[src/rtl/seq_magnitude_comparator_pkg.sv]
// Shared types and constants for the digit-serial magnitude comparator.
// Holds the FSM state enum, one-hot result codes and the digit-count helper.
package seq_cmp_pkg;

    typedef enum logic {
        IDLE = 1'b0,
        CMP  = 1'b1
    } state_t;

    // Result flags are packed as {gt, eq, lt}.
    localparam logic [2:0] RES_NONE = 3'b000;
    localparam logic [2:0] RES_GT   = 3'b100;
    localparam logic [2:0] RES_EQ   = 3'b010;
    localparam logic [2:0] RES_LT   = 3'b001;

    function automatic int num_digits(input int width, input int digit);
        return width / digit;
    endfunction

endpackage

[src/rtl/seq_magnitude_comparator_digit_cmp.sv]
// Combinational unsigned compare of one DIGIT-bit slice.
// gt and lt are both low when the slices are equal.
module digit_cmp #(
    parameter int DIGIT = 4
) (
    input  logic [DIGIT-1:0] a,
    input  logic [DIGIT-1:0] b,
    output logic             gt,
    output logic             lt
);

    assign gt = (a > b);
    assign lt = (a < b);

endmodule

[src/rtl/seq_magnitude_comparator.sv]
// Digit-serial MSB-first magnitude comparator, unsigned or two's-complement.
// Optional build macro SEQ_CMP_EARLY_EXIT_EN finishes at the first differing digit.
module seq_magnitude_comparator
    import seq_cmp_pkg::*;
#(
    parameter int WIDTH = 16,
    parameter int DIGIT = 4
) (
    input  logic             clk,
    input  logic             rst_n,
    input  logic             start,
    input  logic             is_signed,
    input  logic [WIDTH-1:0] A,
    input  logic [WIDTH-1:0] B,
    output logic             busy,
    output logic             done,
    output logic             A_gt_B,
    output logic             A_eq_B,
    output logic             A_lt_B
);

    localparam int N  = num_digits(WIDTH, DIGIT);
    localparam int CW = $clog2(N + 1);
    localparam logic [CW-1:0]    CNT_LOAD  = CW'(N);
    localparam logic [CW-1:0]    CNT_ONE   = CW'(1);
    localparam logic [WIDTH-1:0] SIGN_FLIP = {1'b1, {(WIDTH-1){1'b0}}};

    state_t           r_state;
    state_t           w_state_next;
    logic [WIDTH-1:0] r_a;
    logic [WIDTH-1:0] r_b;
    logic [CW-1:0]    r_cnt;
    logic             r_busy;
    logic             r_done;
    logic [2:0]       r_res;
    logic             r_decided;
    logic             r_dec_gt;

    logic             w_gt;
    logic             w_lt;
    logic             w_load;
    logic             w_finish;
    logic             w_last;
    logic             w_dec_any;
    logic             w_dec_gt;
    logic [2:0]       w_res;

    digit_cmp #(
        .DIGIT (DIGIT)
    ) u_digit_cmp (
        .a  (r_a[WIDTH-1 -: DIGIT]),
        .b  (r_b[WIDTH-1 -: DIGIT]),
        .gt (w_gt),
        .lt (w_lt)
    );

    assign w_last    = (r_cnt == CNT_ONE);
    // A decision recorded on an earlier digit overrides whatever the current digit says.
    assign w_dec_any = r_decided | w_gt | w_lt;
    assign w_dec_gt  = r_decided ? r_dec_gt : w_gt;

    always_ff @(posedge clk or negedge rst_n) begin
        if (!rst_n) begin
            r_state <= IDLE;
        end else begin
            r_state <= w_state_next;
        end
    end

    always_comb begin
        w_state_next = r_state;
        w_load       = 1'b0;
        w_finish     = 1'b0;
        case (r_state)
            IDLE: begin
                if (start) begin
                    w_load       = 1'b1;
                    w_state_next = CMP;
                end
            end
            CMP: begin
`ifdef SEQ_CMP_EARLY_EXIT_EN
                if (w_last || w_gt || w_lt) begin
`else
                if (w_last) begin
`endif
                    w_finish     = 1'b1;
                    w_state_next = IDLE;
                end
            end
            default: w_state_next = IDLE;
        endcase
    end

    always_comb begin
        w_res = RES_EQ;
        if (w_dec_any) begin
            w_res = w_dec_gt ? RES_GT : RES_LT;
        end
    end

    always_ff @(posedge clk or negedge rst_n) begin
        if (!rst_n) begin
            r_a       <= '0;
            r_b       <= '0;
            r_cnt     <= '0;
            r_busy    <= 1'b0;
            r_done    <= 1'b0;
            r_res     <= RES_NONE;
            r_decided <= 1'b0;
            r_dec_gt  <= 1'b0;
        end else begin
            r_done <= w_finish;
            if (w_load) begin
                // Flipping the sign bit maps two's-complement onto offset binary,
                // so the serial compare itself is always unsigned.
                r_a       <= is_signed ? (A ^ SIGN_FLIP) : A;
                r_b       <= is_signed ? (B ^ SIGN_FLIP) : B;
                r_cnt     <= CNT_LOAD;
                r_busy    <= 1'b1;
                r_decided <= 1'b0;
                r_dec_gt  <= 1'b0;
            end else if (r_state == CMP) begin
                r_a   <= r_a << DIGIT;
                r_b   <= r_b << DIGIT;
                r_cnt <= r_cnt - CNT_ONE;
                if (!r_decided && (w_gt || w_lt)) begin
                    r_decided <= 1'b1;
                    r_dec_gt  <= w_gt;
                end
                if (w_finish) begin
                    r_busy <= 1'b0;
                    r_res  <= w_res;
                end
            end
        end
    end

    assign busy   = r_busy;
    assign done   = r_done;
    assign A_gt_B = r_res[2];
    assign A_eq_B = r_res[1];
    assign A_lt_B = r_res[0];

endmodule

[config.mk]
export PLATFORM = sky130hd
export DESIGN_NAME = seq_magnitude_comparator
export DESIGN_NICKNAME = d
export VERILOG_FILES = /design/src/rtl/seq_magnitude_comparator_pkg.sv /design/src/rtl/seq_magnitude_comparator_digit_cmp.sv /design/src/rtl/seq_magnitude_comparator.sv
export SDC_FILE = /design/constraint.sdc
export NUM_CORES = 1
export LEC_CHECK = 0
export ABC_AREA = 1
export CAP_MARGIN = 30
export CORE_MARGIN = 3
export CORE_UTILIZATION = 54
export CTS_CLUSTER_SIZE = 40
export DETAILED_ROUTE_END_ITERATION = 6
export GPL_ROUTABILITY_DRIVEN = 0
export PLACE_DENSITY = 0.8
export REMOVE_ABC_BUFFERS = 1
export SLEW_MARGIN = 15
export SYNTH_ARGS = -nofsm -noshare
export SYNTH_HDL_FRONTEND = slang
export SYNTH_HIERARCHICAL = 1
export SYNTH_SLANG_ARGS = --single-unit
[constraint.sdc]
create_clock -name clk -period 2.5 [get_ports clk]
set_input_delay 0.75 -clock clk [delete_from_list [all_inputs] [get_ports clk]]
set_output_delay 0.75 -clock clk [all_outputs]
set_load 0.1 [all_outputs]
Word-level counts from Yosys, hierarchy flattened
Index checks and enable logic that the tools add are counted.
{ "classes": {"mux": 26, "n_eq_ne": 1, "n_lt_le_gt_ge": 2, "n_shift": 0, "n_reduce_logical": 9, "mul": 0, "n_bitwise": 6, "add_sub_neg": 1, "div": 0} }
{ "op_table": {"columns": ["operator", "count"], "rows": [
  ["16-bit two-way mux", 6],
  ["1-bit two-way mux", 15],
  ["3-bit two-way mux", 4],
  ["2-bit nonzero test", 3],
  ["4-bit greater-than comparator", 1],
  ["4-bit < comparator", 1],
  ["1-bit NOT", 4],
  ["2-bit AND reduction", 2],
  ["3-bit by 1-bit equality test with 1-bit output (second input constant)", 1],
  ["3-bit AND reduction", 1],
  ["3-bit by 1-bit subtractor with 3-bit output (second input constant)", 1],
  ["1-bit OR", 2],
  ["1-bit case mux with 2 select lines", 1],
  ["1-bit logical AND", 1],
  ["1-bit zero test", 1],
  ["1-bit logical OR", 1]
]} }
{ "totals": {"input_bits": 36, "ram_bits": 0, "mem_count": 0, "out_inout_bits": 5, "latchBits": 0, "mem_bits_ro": 0, "register_bits": 43, "word_cells": 54} }

Logic depth before layout (Yosys ltp)
Gate-level depths: netlist (run 1).
{ "depth": {"depth_word": 6, "ltp_mapped": 13, "mapped_depth_nobuf": 13} }

Cells and area by module
The synthesis (run 1) kept the hierarchy.
{ "modules_own_cells": {"columns": ["module", "cells_per_inst", "area_each_um2", "seq_area_each_um2", "instances"], "rows": [
  ["seq_magnitude_comparator", 212, 1901.8, 1076.0, 1],
  ["digit_cmp", 20, 115.1, 0.0, 1]
]} }

Worst setup path before layout (run 1)
No wires, ideal clock.
{ "synth_path": {"kind": "reg-to-output", "from": "register r_res[1]", "to": "output A_eq_B", "required_time_ns": 1.750, "path_stages_with_launch": 1, "slack_ns": 0.852, "arrival_ns": 0.898, "n_path_buf": 0, "path_cell_list": "dfrtp_1"} }
{ "synth_rtl": {"columns": ["item", "line_no", "rtl"], "rows": [
  ["start: declaration", "seq_magnitude_comparator.sv:35", "logic [2:0] r_res;"],
  ["start signal: assignment", "seq_magnitude_comparator.sv:133", "r_res <= w_res;"],
  ["end: declaration", "seq_magnitude_comparator.sv:18", "output logic A_eq_B,"]
]} }
No word-level cell between the ends.

Worst setup path in the final report (run 1)
{ "layout_path": {"from": "input start", "to": "register r_b[7]"} }
{ "layout_via": {"elab_chain_cells": 3, "word_cells_on_any_way": 4, "cone_classes": "mux: 3; reduce/logical: 1"} }
{ "layout_lines": {"columns": ["item", "line_no", "rtl"], "rows": [
  ["start: declaration", "seq_magnitude_comparator.sv:11", "input logic start,"],
  ["1-bit two-way mux *", "seq_magnitude_comparator.sv:76", "if (start) begin"],
  ["1-bit two-way mux *", "seq_magnitude_comparator.sv:74", "case (r_state)"],
  ["16-bit two-way mux or 2-bit nonzero test (tied branches)", null, null],
  ["end signal: assignment", "seq_magnitude_comparator.sv:118", "r_b <= is_signed ? (B ^ SIGN_FLIP) : B;"],
  ["end signal: assignment", "seq_magnitude_comparator.sv:125", "r_b <= r_b << DIGIT;"],
  ["end: declaration", "seq_magnitude_comparator.sv:31", "logic [WIDTH-1:0] r_b;"]
]} }
Every way passes the cells marked *; elsewhere a longest branch is shown, timed or not.
A chain may end at the register's enable or synchronous reset.

==> results of run 1 <==
-- flip-flops by register name, summed over array words and instances (netlist names), 3 cells and up --
register,flops
r_b,16
r_cnt,3
r_a,16
r_res,3
-- where the power goes --
part           switching, uW  leakage (uW)  internal [uW]
Combinational            664      0.000614            336
Clock                    215     0.0000371            186
Sequential               130      0.000566            913
-- cell usage in the layout (no fill, tap or decap) --
cell,netlist,routed
buf_4,1,8
ha_1,6,6
a21oi_1,4,4
nand3_2,1,1
clkbuf_1,0,1
buf_2,3,1
clkdlybuf4s50_1,0,34
nor2_4,1,1
dfrtp_1,43,43
a21boi_1,1,1
inv_6,1,1
o21ai_2,1,1
and2_1,1,1
o21ai_0,6,6
nor2_1,4,4
inv_8,1,1
xnor2_1,1,1
clkbuf_8,0,5
nand3_1,17,17
o211ai_2,1,1
o21ai_1,5,5
a22oi_1,3,3
nand2_4,1,1
inv_2,1,1
nand2_1,93,93
o211ai_1,5,5
nand4_1,1,1
o22ai_1,1,1
inv_1,24,24
-- metal layers --
metal  global-route usage, %  share of wire, %  vias to the layer above  wire length [um]
met5                       0                 0                        -                 0
met4                    7.85               1.5                        0                59
met3                    4.89               4.4                        7               174
met2                    33.7                50                       30              1980
met1                    26.0                44                      708              1730
li1                        -                 -                      809                 -
-- how the worst max path moves through the flow --
stage	endpoint	cells past startpoint	slack, ns	start
finish	r_b[7]	5	0.69	start
floorplan	A_eq_B	0	0.85	r_res[1]
CTS	r_b[9]	5	0.69	start
global placement	r_b[7]	5	0.42	start
global route	r_b[9]	5	0.57	start
detailed placement	r_b[9]	5	0.38	start
-- cells by family (layout without fill, tap and decap cells) --
kind of cell / after synthesis / count (layout)
AOI/OAI and AO/OA: 27 / 27
xor gates and xnor gates: 1 / 1
adders and majority gates: 6 / 6
buffers and inverters: 36 / 76
DFF: 43 / 43
and+or+nand+nor: 119 / 119
-- layout make-up --
type	instances	area [sq um]
inverter	27	114
tap	46	57.6
multi-input combinational	153	748
fill	300	995
sequential	43	1080
timing repair buffer	43	405
clock buffer	6	72.6
-- metrics by stage --
step                total power [uW]  cell area [sq um]  utilization (%)
finish                          2440               2470             71.3
global route                    2630               2470             71.3
CTS                             2460               2470             71.3
detailed placement              2060               2400             69.2
global placement                2020               2400             69.2
floorplan                       1780               1940                -
-- worst reg2reg max path, cell delays in order, from the launching register on --
cell and delay (ns):
dfrtp_1 0.40, ha_1 0.31, a21oi_1 0.20, and2_1 0.18, inv_1 0.06, nand2_1 0.06
nand3_1 0.09, nand2_1 0.10, nand2_1 0.05, inv_1 0.05
==> results.ini, run 1 <==
[run_status]
run_status=finished, final reports clean

[yosys]
synth_area_per_cell_sq_um=8.69
multiplexer_share_of_the_synthesized_area_pct=0
largest_family_of_logic_cells_by_synthesized_area=simple AND/OR/NAND/NOR gates
post-synth-top-area-cell=dfrtp_1
fraction_of_the_yosys_area_taken_by_sequential_cells_pct=53.3
synth.distinct_cells=27
synth-main-ff-cell=dfrtp_1
synth-simple-area-share_pct=24.5
synth_async_sr_flop_share_pct=100
synthTopCellsByArea=dfrtp_1 (53%), nand2_1 (17%), inv_1 (4.5%)
synth_common_cells=nand2_1 (93), dfrtp_1 (43), inv_1 (24)
synth_largest_type_area_fraction_pct=53.3
synth_most_common_cell=nand2_1
syn_inst=232
syn_area_sq_um=2020
synth-compound-area-share_pct=8.44
postSynthRegisterBits=43
ys_warn_count=6
synth_xor_area_share_pct=0.434
yosys.area_share.adder_pct=3.72
synth_enable_flop_cells=0

[cts]
tritoncts_num_sinks=43
cts-root-to-sink-buffers=2
clk_pin_slew_worst_paths_ns=0.07
htree_num_levels=2
cts_post_setup_buffers_inserted=0
number_of_buffers_created_by_cts=5
cts-root-buf=clkbuf_8
number_of_buffers_added_to_fix_hold_violations_after_cts=0
worst_skew_pair.late_latency_ns=0.29
clock_tree_from_tritoncts=built
postCtsResizedCells=0

[detailed_routing]
wl_per_cell_um=12.4
ant_nets=0
drc=0
viasPerCell=4.89
drt_iter0_drc=117
route.vias.total=1554
wire_length_after_detailed_routing_mm=3.94
detail_route.first_pass.iterations=4

[critical_path]
ff2ff_path_depth=9
worstReg2RegStart=r_a[15]
reg2reg_setup_slack_ns=0.96
path_delay_family=buffers and inverters
worst-endpoint-arrival_ns=2.04
crit_path_max_incr_delay_ns=0.50
critPathRequiredTime_ns=2.73
critPathBufInv=2
crit_path_top_delay_cell=clkdlybuf4s50_1
critical_path.max_fanout=18
timing_worst_setup_path_type=primary input to flip-flop
regToRegEndpoint=r_dec_gt
crit_end_category=flip-flop
worst_path_cell_trace=clkdlybuf4s50_1 > nor2_4 > buf_4 > a22oi_1 > nand2_1
critical_path.startpoint_type=primary input

[layout]
finish.cell_count_without_fillers=318
proportion_of_layout_cells_with_a_drive_suffix_above_1_pct=8.09
finish.net_count=315
antenna_cells=0
area.growth.synth_to_final_pct=22.6

[sta]
max_slew.worst_pin.slew_ns=0.589
report.final.slew_viol_count=0
smallest_setup_slack_after_layout_ns=0.691
fin_crit_ns=1.81
timing.max_slew.rel_slack_pct=60.7
hold_slack_ns=0.486
grt_setup_unrepaired=false
finClkSkew_ns=0.00222
fmaxAchievable_mhz=553
timing_hold_violations_final=0
post-route-period-util_pct=72.3
finalSetupTns_ns=0
setup_viol_count_final=0

[floorplan]
core_area_sq_um=3470
die_area_sq_um=4500
initial_core_util_pct=58.2
fp-row-count=21
die_w_um=67.1
die_height_um=67.1
ioPinCount=41

[flow_run]
maxCapViolCount=0

[worst_hold_path]
holdPathStages=2
hp-start=r_res[0]
hold_end=r_res[0]
min-delay-path-class=flip-flop to flip-flop

[power_and_ir_drop]
p_leak_uw=0.00122
cell_pwr_density_nw_per_um2=988
worst_supply_voltage_drop_on_vdd_mv=0.623

[placed_design]
numPortBuffers=40
place.detailed.instances=312
detailedPlace.worstSlack_ns=0.382
post_detail_place_hpwl_mm=2.81

[grt]
grt_overflow_total=0
grt_pass1_wl_mm=6.84
track_usage_pct=20.5
antenna_found_initial=0
via_count_of_the_first_global_routing_pass=1546
grt_start_max_net_pins=44

Power figures use the tool's default switching activity.
==> inputs of run 2 (changes only) <==
--- a/config.mk
+++ b/config.mk
@@ -8,11 +8,11 @@
 export ABC_AREA = 1
 export CAP_MARGIN = 30
 export CORE_MARGIN = 3
-export CORE_UTILIZATION = 54
+export CORE_UTILIZATION = 51
 export CTS_CLUSTER_SIZE = 40
 export DETAILED_ROUTE_END_ITERATION = 6
 export GPL_ROUTABILITY_DRIVEN = 0
-export PLACE_DENSITY = 0.8
+export PLACE_DENSITY = 0.76
 export REMOVE_ABC_BUFFERS = 1
 export SLEW_MARGIN = 15
 export SYNTH_ARGS = -nofsm -noshare
==> constraint.sdc (replaced) <==
create_clock -name clk -period 1.7 [get_ports clk]
set_input_delay 0.51 -clock clk [delete_from_list [all_inputs] [get_ports clk]]
set_output_delay 0.51 -clock clk [all_outputs]
set_load 0.1 [all_outputs]
==> run 2 against run 1 <==
  * Sequential power grew 49%
  * Critical endpoint is now r_dec_gt
  * Hold slack lost 0.30 ns
  * Critical path depth rose by 4
  * Sequential cell count unchanged
  * Wire length fell by 0.86%
  * Die area grew 5.3%
  * Utilization fell by 0.77 points
  * Largest power group is now combinational cells
==> results.ini, run 2 (synthesis gave the netlist of run 1 again) <==
[run_status]
run_status=finished, final reports clean

[critical_path]
crit_end_category=flip-flop
worstReg2RegStart=r_a[15]
critical_path.startpoint_type=flip-flop
crit_path_top_delay_cell=dfrtp_1
timing_worst_setup_path_type=flip-flop to flip-flop
critPathRequiredTime_ns=1.89  ; -0.84 ns
worst_path_cell_trace=ha_1 > a21oi_1 > a21oi_1 > inv_1 > nand2_1 > nand3_1 > nand2_1 > nand2_1 > inv_1
crit_path_max_incr_delay_ns=0.39  ; -0.11 ns
reg2reg_setup_slack_ns=0.16  ; -0.80 ns
worst-endpoint-arrival_ns=1.72  ; -0.32 ns
critical_path.startpoint=r_a[15]
critical_path.max_fanout=4  ; -14
critical_path.most_common_cell=nand2_1

[sta]
max_slew.worst_pin.slew_ns=0.577  ; -0.0124 ns
setup_viol_count_final=0  ; unchanged
fmaxAchievable_mhz=650
fin_crit_ns=1.54
finalSetupTns_ns=0  ; unchanged
grt_setup_unrepaired=false
timing_hold_violations_final=0  ; unchanged
timing.max_slew.rel_slack_pct=61.6  ; +0.83 points
hold_slack_ns=0.184  ; -0.302 ns
finClkSkew_ns=0.00537  ; +0.00315 ns
post-route-period-util_pct=90.5
report.final.slew_viol_count=0  ; unchanged

[power_and_ir_drop]
p_leak_uw=0.00128  ; +5.5%
cell_pwr_density_nw_per_um2=1440  ; +46%
worst_supply_voltage_drop_on_vdd_mv=0.849  ; +36%
total_power_uw=3810  ; +56%

[detailed_routing]
wl_per_cell_um=12.0  ; -3.6%
drc=0  ; unchanged
viasPerCell=5.03  ; +2.9%
route.vias.total=1644  ; +5.8%
drt_iter0_drc=78  ; -33%
wire_length_after_detailed_routing_mm=3.91  ; -0.86%
detail_route.first_pass.iterations=4  ; unchanged
ant_nets=0  ; unchanged

[grt]
via_count_of_the_first_global_routing_pass=1557  ; +0.71%
track_usage_pct=18.3  ; -2.2 points
grt_pass1_wl_mm=6.44  ; -5.7%
grt_overflow_total=0  ; unchanged
grt_start_max_net_pins=44  ; unchanged
antenna_found_initial=0  ; unchanged

[layout]
layout.filler_cells=320  ; +6.7%
biggestRegsByFlops=r_a x16, r_b x16
postLayoutCoreUtil_pct=70.6  ; -0.77 points
seqCellArea_sq_um=1080  ; unchanged
mostFrequentLayoutCell=nand2_1
finish.net_count=322  ; +2.2%
multi_input_gate_area_sq_um=748  ; unchanged
mostFrequentLayoutCells=nand2_1 (93), dfrtp_1 (43), clkdlybuf4s50_1 (34), inv_1 (24), nand3_1 (17)
antenna_cells=0  ; unchanged
proportion_of_layout_cells_with_a_drive_suffix_above_1_pct=10.4  ; +2.3 points
area.growth.synth_to_final_pct=31.0

[cts]
cts-root-to-sink-buffers=2  ; unchanged
clk_pin_slew_worst_paths_ns=0.07  ; about the same
worst_skew_pair.late_latency_ns=0.29  ; about the same
tritoncts_num_sinks=43  ; unchanged
htree_num_levels=2  ; unchanged
clock_tree_from_tritoncts=built
number_of_buffers_created_by_cts=5  ; unchanged
cts-root-buf=clkbuf_8
postCtsResizedCells=0  ; unchanged
cts_post_setup_buffers_inserted=0  ; unchanged
number_of_buffers_added_to_fix_hold_violations_after_cts=0  ; unchanged

[floorplan]
core_area_sq_um=3740  ; +7.9%
fp-row-count=22  ; +4.8%
die_w_um=68.9  ; +2.6%
ioPinCount=41  ; unchanged
initial_core_util_pct=53.9  ; -4.3 points
die_height_um=68.9  ; +2.6%
die_area_sq_um=4750  ; +5.3%

[placed_design]
numPortBuffers=40  ; unchanged
post_detail_place_hpwl_mm=2.89  ; +3.0%

[flow_run]
maxCapViolCount=0  ; unchanged

[worst_hold_path]
min-delay-path-class=primary input to asynchronous set/reset pin

-- run 2: cell count changes in the layout (fill, tap and decap cells not counted) --
| cell | delta |
|---|---|
| buf_12 | +9 |
| buf_4 | -2 |
-- run 2: power by group --
group	switching, uW	leakage (uW)	internal [uW]	total [uW]
sequential	212	0.000566	1340	1550
combinational	998	0.000681	678	1680
clock	304	0.0000371	274	577
total	1510	0.00128	2290	3810
-- run 2: per-layer routing --
metal / vias up / GRT usage, % / wire (um) / part of all wire, %
met1: 779 / 21.3 / 1750 / 45
met4: 0 / 7.06 / 40 / 1.0
met3: 5 / 3.40 / 126 / 3.2
met2: 30 / 33.0 / 1990 / 51
li1: 830 / - / - / -
met5: - / 0 / 0 / 0
-- run 2: path summary, 6_finish.rpt --
kind,to,cells past startpoint
worst max-delay path,r_dec_gt,9
worst min-delay path,r_a[4],2
worst max register to register,r_dec_gt,9
worst min register to register,r_b[14],2
max in group asynchronous,r_b[7],2
min in group clk,r_b[14],2
-- run 2: through the flow --
stage / instance area [sq um] / worst slack, ns / cells
after floorplan: 1940 / 0.224 / 223
after global placement: 2570 / 0.0263 / 321
after detailed placement: 2570 / 0.00384 / 321
after CTS: 2640 / 0.177 / 327
after global routing: 2640 / 0.00848 / 327
final: 2640 / 0.162 / 327
-- run 2: area by class of cell --
type,count,area share [%]
clock buffers,6,2.75
flip-flops and latches,43,40.7
repair buffers,50,21.6
multi-input cells,153,28.3
well taps,48,2.27
inverters,27,4.31
-- run 2: critical path: cells and delay by family (launching register included) --
kind                     cells  cell delay, ns
AND/OR/NAND/NOR              4            0.31
adder cells (fa/ha/maj)      1            0.32
buffers and inverters        2            0.15
AO/OA/AOI/OAI                2            0.28
flip-flops                   1            0.39
